File: src/rtl/csi_pixel_capture.sv
// csi_pixel_capture: DVP byte stream to RGB565 FIFO writer.
// Frame aligned, with line/frame checking and overflow status.
module csi_pixel_capture #(
    parameter int H_PIXELS  = 480,
    parameter int V_LINES   = 272,
    parameter int VSYNC_POL = 1,
    parameter int CNT_W     = 10
) (
    input  logic             CLK,
    input  logic             RST,
    input  logic             EN,
    input  logic             CSI_VSYNC,
    input  logic             CSI_HREF,
    input  logic [7:0]       CSI_D,
    input  logic             FIFO_FULL,
    output logic [15:0]      FIFO_DI,
    output logic             FIFO_WE,
    output logic             FRAME_DONE,
    output logic             FRAME_OK,
    output logic             LINE_ERR,
    output logic             OVERFLOW,
    output logic [CNT_W-1:0] LINE_CNT,
    output logic             CAPTURING
);

    typedef enum logic [1:0] {
        SYNC,
        BLANK,
        SKIP,
        CAPTURE
    } state_t;

    state_t state, state_nxt;

    logic             phase;
    logic [7:0]       hi_byte;
    logic [CNT_W-1:0] pix_cnt;
    logic             href_q;
    logic             frame_err;

    logic             vs_act;
    logic             cap;
    logic             take;
    logic             pix_done;
    logic             line_end;
    logic             line_bad;
    logic             frame_end;
    logic             start;
    logic [CNT_W-1:0] lc_inc;
    logic [CNT_W-1:0] lc_now;
    logic             err_now;

    assign vs_act    = (CSI_VSYNC == 1'(VSYNC_POL));
    assign cap       = (state == CAPTURE);
    assign CAPTURING = cap;

    // Datapath strobes; a line also ends when VSYNC cuts it short.
    always_comb begin
        take      = cap && CSI_HREF && !vs_act;
        pix_done  = take && phase;
        line_end  = cap && href_q && (!CSI_HREF || vs_act);
        line_bad  = phase || (pix_cnt != CNT_W'(H_PIXELS));
        frame_end = cap && vs_act;
        start     = (state == BLANK) && !vs_act && EN;
        lc_inc    = (&LINE_CNT) ? LINE_CNT : LINE_CNT + 1'b1;
        lc_now    = line_end ? lc_inc : LINE_CNT;
        err_now   = frame_err || (line_end && line_bad);
    end

    // State register.
    always_ff @(posedge CLK) begin
        if (RST) state <= SYNC;
        else     state <= state_nxt;
    end

    // Next-state: SYNC skips the partial frame seen after reset.
    always_comb begin
        state_nxt = state;
        unique case (state)
            SYNC:    if (vs_act)  state_nxt = BLANK;
            BLANK:   if (!vs_act) state_nxt = EN ? CAPTURE : SKIP;
            SKIP:    if (vs_act)  state_nxt = BLANK;
            CAPTURE: if (vs_act)  state_nxt = BLANK;
            default: state_nxt = SYNC;
        endcase
    end

    // Byte packing, FIFO writes, line/frame accounting and status.
    always_ff @(posedge CLK) begin
        if (RST) begin
            FIFO_DI    <= '0;
            FIFO_WE    <= 1'b0;
            FRAME_DONE <= 1'b0;
            FRAME_OK   <= 1'b0;
            LINE_ERR   <= 1'b0;
            OVERFLOW   <= 1'b0;
            LINE_CNT   <= '0;
            phase      <= 1'b0;
            hi_byte    <= '0;
            pix_cnt    <= '0;
            href_q     <= 1'b0;
            frame_err  <= 1'b0;
        end else begin
            FIFO_WE    <= pix_done && !FIFO_FULL;
            FRAME_DONE <= frame_end;
            FRAME_OK   <= frame_end && !err_now &&
                          (lc_now == CNT_W'(V_LINES));
            href_q     <= cap && CSI_HREF;
            if (pix_done && !FIFO_FULL) FIFO_DI <= {hi_byte, CSI_D};
            if (pix_done && FIFO_FULL)  OVERFLOW <= 1'b1;
            if (take && !phase)         hi_byte <= CSI_D;
            if (!cap || line_end) begin
                phase   <= 1'b0;
                pix_cnt <= '0;
            end else if (take) begin
                phase <= ~phase;
                if (phase && !(&pix_cnt)) pix_cnt <= pix_cnt + 1'b1;
            end
            if (start) begin
                LINE_CNT  <= '0;
                frame_err <= 1'b0;
            end else if (line_end) begin
                LINE_CNT <= lc_inc;
                if (line_bad) begin
                    LINE_ERR  <= 1'b1;
                    frame_err <= 1'b1;
                end
            end
        end
    end

endmodule

File: config.mk
export PLATFORM = sky130hd
export DESIGN_NAME = csi_pixel_capture
export DESIGN_NICKNAME = d
export VERILOG_FILES = /design/src/rtl/csi_pixel_capture.sv
export SDC_FILE = /design/constraint.sdc
export NUM_CORES = 1
export LEC_CHECK = 0
export ABC_AREA = 1
export ABC_CLOCK_PERIOD_IN_PS = 1900
export CORE_ASPECT_RATIO = 1.1
export CORE_MARGIN = 4
export CORE_UTILIZATION = 51
export DETAILED_ROUTE_END_ITERATION = 8
export PLACE_DENSITY = 0.79
export SYNTH_ARGS = -nofsm -noshare
export SYNTH_HDL_FRONTEND = slang
export SYNTH_SLANG_ARGS = --single-unit
File: constraint.sdc
create_clock -name CLK -period 1.9 [get_ports CLK]
set_input_delay 0.38 -clock CLK [delete_from_list [all_inputs] [get_ports CLK]]
set_output_delay 0.38 -clock CLK [all_outputs]
set_load 0.01 [all_outputs]
# Word-level counts from Yosys, hierarchy flattened
# Cells that the tools add are included.
[totals]
regBits = 54
input_bits = 14
output_inout_bits = 32
[classes]
add_sub_neg = 2
eq_ne = 7
muxes = 6
bitwise = 2
n_reduce_logical = 36
[ops]
columns = ["cell", "count"]
rows = [
  ["$add A10 B1 Y10 const B", 2],
  ["$mux W10", 2],
  ["$reduce_and A10 Y1", 2],
  ["$logic_and A1 B1 Y1", 15],
  ["$eq A10 B9 Y1 const B", 1],
  ["$ne A10 B9 Y1 const B", 1],
  ["$logic_not A1 Y1", 7],
  ["$reduce_and A2 Y1", 3],
  ["$eq A2 B2 Y1 const B", 2],
  ["$logic_or A1 B1 Y1", 4],
  ["$mux W2", 2],
  ["$pmux W2 S2", 1],
  ["$reduce_or A2 Y1", 2],
  ["$reduce_and A3 Y1", 1],
  ["$reduce_or A3 Y1", 1],
  ["$eq A2 B1 Y1 const B", 1],
  ["$logic_not A2 Y1", 1],
  ["$ne A2 B1 Y1 const B", 1],
  ["$ne A2 B2 Y1 const B", 1],
  ["$not A1 Y1", 2],
  ["$mux W1", 1],
]

# Depth between registers and ports, before layout
[depth]
word_depth = 8
ltp_mapped = 12
mapped_depth_nobuf = 12

# Least setup slack after synthesis
# Ideal clock, no wire load.
[synth_path]
kind = "reg-to-reg"
start = "register LINE_CNT[0]"
end = "register FRAME_OK"
setup_time_ns = 0.064
arrival_time_ns = 1.412
slack_ns = 0.425
stages_incl_launch_ff = 12
path_cell_list = "dfxtp_1 ha_1 nand2_1 nor2_1 nand3_1 nand2_1 nand2_1 nand2_1 nand2_1 nor2_1 nand2_1 nor2_1"
[synth_between]
elab_chain_len = 5
[synth_lines]
columns = ["item", "line", "text"]
rows = [
  ["from (decl)", "22", "output logic [CNT_W-1:0] LINE_CNT,"],
  ["from (signal assigned)", "123", "LINE_CNT <= lc_inc;"],
  ["$add A10 B1 Y10 / $reduce_and A10 Y1 (equally long branches)", "65", "lc_inc = (&LINE_CNT) ? LINE_CNT : LINE_CNT + 1'b1;"],
  ["$mux W10", "65", ""],
  ["$mux W10 (*)", "-", ""],
  ["$eq A10 B9 Y1 (*)", "107", "(lc_now == CNT_W'(V_LINES));"],
  ["$logic_and A1 B1 Y1 (*)", "106", "FRAME_OK <= frame_end && !err_now &&"],
  ["to (signal assigned)", "106", ""],
  ["to (decl)", "19", "output logic FRAME_OK,"],
]
# Mark *: on every way between the ends. The rest lies on a longest branch, timed or not.
# A chain may end at the register's enable or synchronous reset.

# Worst setup path in the final report
[layout_path]
start = "register state[1]"
end = "output CAPTURING"
[layout_between]
elab_chain_len = 1
[layout_lines]
columns = ["item", "line", "text"]
rows = [
  ["from (decl)", "33", "state_t state, state_nxt;"],
  ["from (signal assigned)", "73", "else state <= state_nxt;"],
  ["$eq A2 B2 Y1", "54", "assign cap = (state == CAPTURE);"],
  ["to (decl)", "23", "output logic CAPTURING"],
]
# Every way passes these cells.

==> flow_summary_export.csv <==
group,metric,value,unit
yosys,synth-edff-count,0,
detailed_routing,postRouteWirelength,5570,um
sta,skew,10.0,ps
sta,setup_slack,91.0,ps
detailed_routing,drt-wirelength-per-cell,12.0,um
detailed_routing,detail-route-antenna-nets,0,
yosys,syn_inst,341,
sta,setup_viol,0,
clocking,ctsHoldBuffers,0,
yosys,synthFlopType,"dfxtp_1",
yosys,synth_compound_area_share,15.5,%
sta,fmax,553,MHz
critical_path,end_kind,"primary output",
global_route,grt_pass1_wl,9700,um
yosys,muxShareOfSynthArea,0,%
clocking,cts_sinks,54,
run_status,status,"finished clean",
die,die_y,80.4,um
power,power_leakage,1.20,nW
die,die_x,73.8,um
worst_hold_path,hold_depth,2,
detailed_routing,drcViolationCount,0,
critical_path,timing.rr.start,"LINE_CNT[0]",
worst_hold_path,min_path_type,"register to register",
yosys,async_flop_share,0,%
sta,finalHoldViolCount,0,
critical_path,critical_path_class,"register to primary output",
place,place_congestion,0.864,
cells_and_area,num_antenna_cells,0,
yosys,syn_avg_cell_area,7.12,um^2
place,place_hpwl,4180,um
yosys,yosysTopAreaCell,"dfxtp_1",
critical_path,path_max_fanout,4,
power,power_density,628,mW/mm^2
worst_hold_path,holdPathEnd,"FIFO_DI[15]",
critical_path,cp-start-kind,"register",
cells_and_area,area_delta_synth_final,30.4,%
detailed_routing,firstDrtPassIters,4,
cells_and_area,layout_commonest_cell,"nand2_1",
worst_hold_path,hp-start,"FIFO_DI[15]",
yosys,synth_top_family_by_area,"simple AND/OR/NAND/NOR gates",
clocking,htreeDepth,2,
critical_path,required,1520,ps
sta,finalSetupTns,0,ps
global_route,grt_pass1_vias,2205,
cells_and_area,final_core_util,68.5,%
yosys,syn_area,0.00243,mm^2
clocking,cts_max_path_buffers,2,
sta,final-max-slew-violation-count,0,
power,vdd_drop_max,372,uV
detailed_routing,drt-initial-drc-count,152,
place,dp_slack,-163,ps
detailed_routing,avgViaCountPerCell,5.01,
yosys,synth_simple_gate_area_share,26.6,%
critical_path,reg2reg_slack,220,ps
sta,rsz0062_at_grt,"no",
sta,fin_crit_sh,95.2,%
yosys,yosys_warnings,0,
clocking,clk_pin_slew,100,ps
yosys,syn_nets,358,
yosys,synth_top_area_share,44.5,%
detailed_routing,num_vias,2321,
yosys,yosys-top-cells-area,"dfxtp_1, nand2_1, a21oi_1",
die,dieArea,0.00593,mm^2
die,row_count,26,
global_route,grt-ovfl-total,0,
critical_path,r2r-end,"FRAME_OK",
clocking,cts_made_buffers,5,
yosys,netlist-cell-type-count,27,
die,core_area,0.00462,mm^2
cells_and_area,drive_above_1_share,11.3,%
critical_path,reg2reg_depth,11,
critical_path,arrival,1430,ps
clocking,clk_root_buffer_cell,"clkbuf_8",
flow_run,maxCapViolCount,0,
yosys,synth_fa_ha_area_share,1.55,%
sta,tightest_slew,296,ps
sta,min_period,1810,ps
die,ioPinCount,46,
cells_and_area,finalNetCount,423,
cells_and_area,final_cell_mix,"nand2_1, dfxtp_1, inv_1",
sta,worst_hold_slack,446,ps
clocking,clk_latency,310,ps
global_route,antenna_found_initial,0,
place,port_buffers,45,
yosys,synth_xor_area_share,1.44,%
clocking,cts_tree,"yes",
global_route,track_usage,20.7,%
global_route,grt_max_degree,17,
yosys,seq_area_frac_synth,44.5,%
yosys,ys_ff_latch,54,
die,start_util,52.5,%
sta,relSlewSlack,80.2,%
metal layers:
metal  up-vias  wire [um]  track usage [%]
met4         0         89             7.25
met5         -          0                0
met3         9        308             4.51
met2        55       2620             33.7
met1      1042       2560             26.6
li1       1215          -                -
Yosys cell counts, drive strengths merged (3+ instances only):
library cell / n
buf: 7
nand2: 70
nor3: 6
nor2: 43
o21ai: 23
ha: 3
o21a: 3
xor2: 4
dfxtp: 54
a21oi: 40
nand3: 29
inv: 48
critical path, stage by stage (launching register included):
cell and delay [ps]:
dfxtp_2 380, nand2_2 80, inv_1 110, clkdlybuf4s50_1 550
repair_timing:
action	CTS	global route
setup endpoints to repair	0	2
gates resized for setup	0	3
buffers inserted	0	0
sequential cells by signal, indices dropped and copies added, names as in the netlist:
name and flops:
pix_cnt 10, hi_byte 8, FIFO_DI 16, FRAME_OK 1
LINE_CNT 10, state 2, LINE_ERR 1, frame_err 1
href_q 1, phase 1, OVERFLOW 1, FIFO_WE 1
FRAME_DONE 1
cells by family (layout without fill, tap and decap cells):
logic type	count (synthesis)	count (layout)
and+or+nand+nor	153	153
AOI/OAI and AO/OA	68	68
buffers and inverters	59	125
DFF	54	54
xor gates and xnor gates	4	4
adders and majority gates	3	3
final cells by class:
class	instances	area, um^2
flip-flops and latches	54	1080
inverters	50	188
clock inverters	3	40.0
multi-input cells	228	1100
fillers	436	1450
well taps	56	70.1
repair buffers	67	616
clock buffers	5	68.8
per-stage QoR:
step	power, W	cells	instance area (um^2)
floorplan	0.00119	341	2430
global placement	0.00125	455	3050
detailed placement	0.00125	455	3050
CTS	0.00200	463	3160
global route	0.00205	463	3170
finish	0.00199	463	3170
power by group:
part           switching, W  internal [W]
Clock              0.000376      0.000388
Sequential       0.00000390       0.00113
Combinational     0.0000421     0.0000426
Total              0.000422       0.00157
how the worst max path moves through the flow:
stage                     slack, ps        start         to
final                            90     state[1]  CAPTURING
after global routing             10    CSI_VSYNC   FRAME_OK
after global placement         -130    CSI_VSYNC   FRAME_OK
after CTS                        20     state[1]  CAPTURING
after detailed placement       -160    CSI_VSYNC   FRAME_OK
after floorplan                 420  LINE_CNT[0]   FRAME_OK
Power figures use the tool's default switching activity.
